===== src/rtl/al4s3b_arb_pkg.sv =====
// Shared types and defaults for the two-master Wishbone arbiter in front of the
// fabric register slave.
package al4s3b_arb_pkg;

    typedef enum logic [1:0] {
        ST_IDLE = 2'b00,
        ST_GNT0 = 2'b01,
        ST_GNT1 = 2'b10,
        ST_TOUT = 2'b11
    } arb_state_e;

    localparam logic [1:0] GNT_NONE = 2'b00;
    localparam logic [1:0] GNT_M0   = 2'b01;
    localparam logic [1:0] GNT_M1   = 2'b10;

    localparam logic [31:0] DEF_READ_VALUE   = 32'hBAD_FAB_AC;
    localparam int          DEF_CNTR_WIDTH   = 3;
    localparam int          DEF_CNTR_TIMEOUT = 7;

endpackage


===== src/rtl/al4s3b_wb_tout_cntr.sv =====
// ACK timeout counter: cleared on grant entry or slave ACK, saturates at the
// terminal count so it can never wrap back into a false "still waiting" value.
module al4s3b_wb_tout_cntr #(
    parameter int WIDTH   = 3,
    parameter int TIMEOUT = 7
) (
    input  logic clk,
    input  logic rst,
    input  logic clr,
    input  logic inc,
    output logic tc
);

    localparam logic [WIDTH-1:0] TC_VAL = WIDTH'(TIMEOUT);

    logic [WIDTH-1:0] cnt;

    always_ff @(posedge clk) begin
        if (rst) begin
            cnt <= '0;
        end else if (clr) begin
            cnt <= '0;
        end else if (inc && (cnt != TC_VAL)) begin
            cnt <= cnt + WIDTH'(1);
        end
    end

    assign tc = (cnt == TC_VAL);

endmodule


===== src/rtl/al4s3b_wb_arbiter.sv =====
// Round-robin Wishbone arbiter: AHB bridge (M0) and fabric sequencer (M1)
// share the register slave, with CYC lock and per-transfer ACK timeout.
//
// state | meaning
// IDLE  | no owner, slave bus driven to 0
// GNT0  | master 0 owns the slave
// GNT1  | master 1 owns the slave
// TOUT  | one cycle completing a timed-out transfer with the default read value
module al4s3b_wb_arbiter
    import al4s3b_arb_pkg::*;
#(
    parameter int          APERWIDTH            = 17,
    parameter logic [31:0] DEFAULT_READ_VALUE   = DEF_READ_VALUE,
    parameter int          DEFAULT_CNTR_WIDTH   = DEF_CNTR_WIDTH,
    parameter int          DEFAULT_CNTR_TIMEOUT = DEF_CNTR_TIMEOUT
) (
    input  logic                 WB_CLK,
    input  logic                 WB_RST,
    input  logic [APERWIDTH-1:0] M0_ADR,
    input  logic                 M0_CYC,
    input  logic                 M0_STB,
    input  logic                 M0_WE,
    input  logic [3:0]           M0_BYTE_STB,
    input  logic [31:0]          M0_WR_DAT,
    output logic [31:0]          M0_RD_DAT,
    output logic                 M0_ACK,
    input  logic [APERWIDTH-1:0] M1_ADR,
    input  logic                 M1_CYC,
    input  logic                 M1_STB,
    input  logic                 M1_WE,
    input  logic [3:0]           M1_BYTE_STB,
    input  logic [31:0]          M1_WR_DAT,
    output logic [31:0]          M1_RD_DAT,
    output logic                 M1_ACK,
    output logic [APERWIDTH-1:0] WBs_ADR,
    output logic                 WBs_CYC,
    output logic                 WBs_STB,
    output logic                 WBs_WE,
    output logic                 WBs_RD,
    output logic [3:0]           WBs_BYTE_STB,
    output logic [31:0]          WBs_WR_DAT,
    input  logic [31:0]          WBs_RD_DAT,
    input  logic                 WBs_ACK,
    input  logic [1:0]           Arb_Err_Clr,
    output logic [1:0]           Arb_Err_Sts,
    output logic [1:0]           Arb_Gnt
);

    arb_state_e state, state_nxt;
    logic       last_gnt;   // 1: M1 was granted most recently
    logic       cntr_tc;
    logic       cntr_clr;
    logic       cntr_inc;
    logic       timeout;
    logic       enter_gnt;
    logic [1:0] err_set;

    always_ff @(posedge WB_CLK) begin
        if (WB_RST) begin
            state       <= ST_IDLE;
            last_gnt    <= 1'b1;
            Arb_Err_Sts <= 2'b00;
        end else begin
            state       <= state_nxt;
            Arb_Err_Sts <= (Arb_Err_Sts & ~Arb_Err_Clr) | err_set;
            if (state == ST_IDLE && state_nxt == ST_GNT0) last_gnt <= 1'b0;
            if (state == ST_IDLE && state_nxt == ST_GNT1) last_gnt <= 1'b1;
        end
    end

    assign cntr_inc = WBs_STB & ~WBs_ACK;
    assign timeout  = cntr_tc & cntr_inc;

    always_comb begin
        state_nxt = state;
        case (state)
            ST_IDLE: begin
                if (M0_CYC && M1_CYC) state_nxt = last_gnt ? ST_GNT0 : ST_GNT1;
                else if (M0_CYC)      state_nxt = ST_GNT0;
                else if (M1_CYC)      state_nxt = ST_GNT1;
            end
            ST_GNT0: begin
                if (!M0_CYC)      state_nxt = ST_IDLE;
                else if (timeout) state_nxt = ST_TOUT;
            end
            ST_GNT1: begin
                if (!M1_CYC)      state_nxt = ST_IDLE;
                else if (timeout) state_nxt = ST_TOUT;
            end
            ST_TOUT: begin
                if (last_gnt) state_nxt = M1_CYC ? ST_GNT1 : ST_IDLE;
                else          state_nxt = M0_CYC ? ST_GNT0 : ST_IDLE;
            end
            default: state_nxt = ST_IDLE;
        endcase
    end

    assign enter_gnt  = ((state_nxt == ST_GNT0) || (state_nxt == ST_GNT1)) && (state_nxt != state);
    assign cntr_clr   = enter_gnt | WBs_ACK;
    assign err_set[0] = (state == ST_GNT0) && (state_nxt == ST_TOUT);
    assign err_set[1] = (state == ST_GNT1) && (state_nxt == ST_TOUT);

    always_comb begin
        WBs_ADR      = '0;
        WBs_CYC      = 1'b0;
        WBs_STB      = 1'b0;
        WBs_WE       = 1'b0;
        WBs_BYTE_STB = 4'h0;
        WBs_WR_DAT   = 32'h0;
        M0_ACK       = 1'b0;
        M0_RD_DAT    = 32'h0;
        M1_ACK       = 1'b0;
        M1_RD_DAT    = 32'h0;
        Arb_Gnt      = GNT_NONE;
        case (state)
            ST_GNT0: begin
                WBs_ADR      = M0_ADR;
                WBs_CYC      = M0_CYC;
                WBs_STB      = M0_STB;
                WBs_WE       = M0_WE;
                WBs_BYTE_STB = M0_BYTE_STB;
                WBs_WR_DAT   = M0_WR_DAT;
                M0_ACK       = WBs_ACK;
                M0_RD_DAT    = WBs_RD_DAT;
                Arb_Gnt      = GNT_M0;
            end
            ST_GNT1: begin
                WBs_ADR      = M1_ADR;
                WBs_CYC      = M1_CYC;
                WBs_STB      = M1_STB;
                WBs_WE       = M1_WE;
                WBs_BYTE_STB = M1_BYTE_STB;
                WBs_WR_DAT   = M1_WR_DAT;
                M1_ACK       = WBs_ACK;
                M1_RD_DAT    = WBs_RD_DAT;
                Arb_Gnt      = GNT_M1;
            end
            ST_TOUT: begin
                if (last_gnt) begin
                    M1_ACK    = 1'b1;
                    M1_RD_DAT = DEFAULT_READ_VALUE;
                end else begin
                    M0_ACK    = 1'b1;
                    M0_RD_DAT = DEFAULT_READ_VALUE;
                end
            end
            default: ;
        endcase
    end

    assign WBs_RD = WBs_CYC & WBs_STB & ~WBs_WE;

    al4s3b_wb_tout_cntr #(
        .WIDTH   (DEFAULT_CNTR_WIDTH),
        .TIMEOUT (DEFAULT_CNTR_TIMEOUT)
    ) u_tout_cntr (
        .clk (WB_CLK),
        .rst (WB_RST),
        .clr (cntr_clr),
        .inc (cntr_inc),
        .tc  (cntr_tc)
    );

endmodule


===== config.mk =====
export PLATFORM = sky130hd
export DESIGN_NAME = al4s3b_wb_arbiter
export DESIGN_NICKNAME = d
export VERILOG_FILES = /design/src/rtl/al4s3b_arb_pkg.sv /design/src/rtl/al4s3b_wb_tout_cntr.sv /design/src/rtl/al4s3b_wb_arbiter.sv
export SDC_FILE = /design/constraint.sdc
export NUM_CORES = 1
export LEC_CHECK = 0
export ABC_AREA = 1
export CORE_AREA = 8 8 100 102
export DETAILED_ROUTE_END_ITERATION = 8
export DIE_AREA = 0 0 108 110
export GPL_TIMING_DRIVEN = 0
export PLACE_DENSITY = 0.87
export SYNTH_ARGS = -nofsm -noshare
export SYNTH_HDL_FRONTEND = slang
export SYNTH_SLANG_ARGS = --single-unit

===== constraint.sdc =====
create_clock -name WB_CLK -period 2 [get_ports WB_CLK]
set_input_delay 0.2 -clock WB_CLK [delete_from_list [all_inputs] [get_ports WB_CLK]]
set_output_delay 0.2 -clock WB_CLK [all_outputs]
set_load 0.005 [all_outputs]

==> impl_metrics.env <==
export IMPL_outcome="complete, no violations"
export IMPL_synth_area_um2=1868
export IMPL_fillers=771
export IMPL_clockBufferDepth=2
export IMPL_die_area_um2=11880
export IMPL_drv_slew=0
export IMPL_grt_overflow_total=0
export IMPL_drtIter0Drc=158
export IMPL_yosysUniqueCellTypes=21
export IMPL_finalSetupTns_ns=0
export IMPL_cts_tree="yes"
export IMPL_synth_edff_count=0
export IMPL_num_rows=34
export IMPL_relSlewSlack_pct=73.31
export IMPL_path_class="reg -> reg"
export IMPL_period_needed_ns=1.979
export IMPL_hold_class="reg -> reg"
export IMPL_crit_arrival_ns=2.09
export IMPL_p_int_mw=2.404
export IMPL_final_util_pct=61.38
export IMPL_synth_area_top_cells="nand2_1 31%, a21oi_1 15%, o21ai_0 13%, inv_1 12%, dfxtp_1 8.6%"
export IMPL_worst_clock_skew_ns=0.005850
export IMPL_grt_pass1_vias=3620
export IMPL_routabilityCongestion=0.8949
export IMPL_post_place_cells=770
export IMPL_cts_max_level=1
export IMPL_synthArstFlopShare_pct=0
export IMPL_ant_nets=0
export IMPL_wl_per_cell_um=17.05
export IMPL_start_kind="flop"
export IMPL_tightest_slew_ns=0.3986
export IMPL_p_clk_share_pct=4.2
export IMPL_io_pins=276
export IMPL_grt_max_degree=11
export IMPL_die_h_um=110
export IMPL_drc=0
export IMPL_yosysWarnings=0
export IMPL_netlist_instances=387
export IMPL_synth_top_cell_by_area="nand2_1"
export IMPL_finalCritPeriodShare_pct=98.94
export IMPL_startpoint="state[0]$_SDFF_PP0_"
export IMPL_dp_hpwl_um=11180
export IMPL_power_mw=4.537
export IMPL_via_per_inst=4.539
export IMPL_drv_cap=0
export IMPL_final_hold_violation_count=0
export IMPL_cts_clk_slew_worst_paths_ns=0.04
export IMPL_port_buffers=275
export IMPL_areaGrowthSynthToFinish_pct=178.2
export IMPL_hold_slack_ns=0.4601
export IMPL_switching_share_pct=47.00
export IMPL_peakVddDrop_mv=0.8092
export IMPL_clkSinkCount=8
export IMPL_finalSetupViolCount=0
export IMPL_syn_num_nets=547
export IMPL_wl_um=13540
export IMPL_final_cells=794
export IMPL_yosysSeqAreaShare_pct=8.573
export IMPL_ys_flop_type="dfxtp_1"
export IMPL_combPwrFrac_pct=90.0
export IMPL_netlist_top_cells_count="155 x nand2_1, 59 x inv_1, 57 x a21oi_1"
export IMPL_coreArea_um2=8466
export IMPL_drive_gt1_share_pct=12.55
export IMPL_setup_ws_ns=0.02125
export IMPL_cts_root_buffer="clkbuf_8"
export IMPL_yosys_area_top_type_share_pct=31.15
export IMPL_reg2reg_slack_ns=0.02
export IMPL_reg2reg_from="state[0]$_SDFF_PP0_"
export IMPL_p_leak_nw=2.831
export IMPL_die_w_um=108
export IMPL_detailed_place_area_um2=4756
export IMPL_final_area_um2=5196
export IMPL_cts_buffers=3
export IMPL_crit_path_max_fanout=5
export IMPL_drt_pass1_iterations=5
export IMPL_syn_area_per_cell_um2=4.827
export IMPL_antenna_found_initial=0
export IMPL_critPathRequiredTime_ns=2.11
export IMPL_synth_seq_cells=8
export IMPL_initial_core_util_pct=22.07
export IMPL_seq_power_share_pct=5.7
export IMPL_min_from="Arb_Err_Sts[1]$_SDFF_PP0_"
export IMPL_power_density_nw_per_um2=873.0
export IMPL_max_freq_mhz=505.4
export IMPL_clk_latency_ns=0.23
export IMPL_power_switching_mw=2.132
export IMPL_grt_use_total_pct=19.89
export IMPL_endpoint_kind="flop"
export IMPL_cts_hold_repair_buffers=0
export IMPL_grt_pass1_wl_um=19090
export IMPL_fin_nets=847
export IMPL_num_vias=3604
export IMPL_dp_worst_setup_slack_ns=-0.7032
export IMPL_post_synth_top_count_cell="nand2_1"
export IMPL_rsz0062_at_grt="yes"
[cells by family (layout without fill, tap and decap cells)]
logic type / count (synthesis) / in the layout / share of synthesized area [%]
xor gates and xnor gates: 1 / 1 / 0.4689
other: 0 / 1 / 0
and+or+nand+nor: 170 / 170 / 35.10
adders and majority gates: 11 / 11 / 7.368
muxes: 2 / 2 / 1.072
buffers and inverters: 88 / 386 / 18.02
DFF: 8 / 8 / 8.573
AOI/OAI and AO/OA: 107 / 107 / 29.40
[registers in the layout, summed over array words and instances (netlist names)]
signal,count
Arb_Err_Sts,2
last_gnt,1
state,2
u_tout_cntr.cnt,3
[cell usage in the layout (no fill, tap or decap), drive strengths merged]
master | Yosys | layout
clkdlybuf4s50 | 0 | 164
nand2 | 157 | 157
dlygate4sd2 | 0 | 95
inv | 61 | 61
a21oi | 57 | 57
o21ai | 47 | 47
buf | 10 | 29
clkbuf | 17 | 25
ha | 11 | 11
dlymetal6s2s | 0 | 8
dfxtp | 8 | 8
nor2 | 6 | 6
nand3 | 4 | 4
clkdlybuf4s15 | 0 | 4
mux2i | 2 | 2
diode | 0 | 1
nand4 | 1 | 1
o22ai | 1 | 1
o211ai | 1 | 1
nor3 | 1 | 1
nand3b | 1 | 1
xor2 | 1 | 1
a211o | 1 | 1
[critical path, cell delays in order, from the launching register on]
cell,delay (ns)
dfxtp_4,0.38
inv_8,0.08
ha_4,0.18
buf_6,0.11
nand2_2,0.04
nand2_2,0.06
nand4_1,0.09
nand2_1,0.10
nand2_2,0.06
nand2_2,0.10
nand2_4,0.07
inv_2,0.11
ha_4,0.13
a21oi_2,0.04
a211o_1,0.27
[final cells by class]
| class | instances | area (um2) | share of cell area [%] |
|---|---|---|---|
| well taps | 108 | 135.1 | 2.601 |
| diodes | 1 | 2.502 | 0.04816 |
| flip-flops and latches | 8 | 167.7 | 3.227 |
| repair buffers | 295 | 2830 | 54.47 |
| clock buffers | 3 | 41.29 | 0.7946 |
| plain buffers | 27 | 276.5 | 5.321 |
| multi-input cells | 291 | 1496 | 28.80 |
| inverters | 61 | 246.5 | 4.744 |
[routing by layer]
metal / part of all wire, % / vias to the layer above / track usage [%]
li1: - / 1802 / -
met1: 36 / 1602 / 20.23
met4: 1.3 / 0 / 3.667
met5: 0 / - / 0
met2: 52 / 184 / 38.45
met3: 11 / 16 / 6.860
[power by group through the flow]
stage	sequential [mW]	clock (mW)	combinational, mW
after floorplan	0.219	0	1.48
after global placement	0.226	0	3.42
after detailed placement	0.226	0	3.50
after CTS	0.250	0.196	3.62
after global routing	0.264	0.211	4.42
final	0.261	0.192	4.08
[timing repair]
item / CTS / global route
cloned: 0 / 2
endpoints found under the setup margin: 129 / 28
pin swaps: 0 / 9
resized for setup: 187 / 47
setup buffers: 6 / 12
[worst paths after layout]
check,to,cells past startpoint
worst max-delay path,last_gnt$_SDFFE_PP1P_,14
worst min-delay path,Arb_Err_Sts[1]$_SDFF_PP0_,2
worst max register to register,last_gnt$_SDFFE_PP1P_,14
worst min register to register,Arb_Err_Sts[1]$_SDFF_PP0_,2
(Power assumes the default switching activity.)
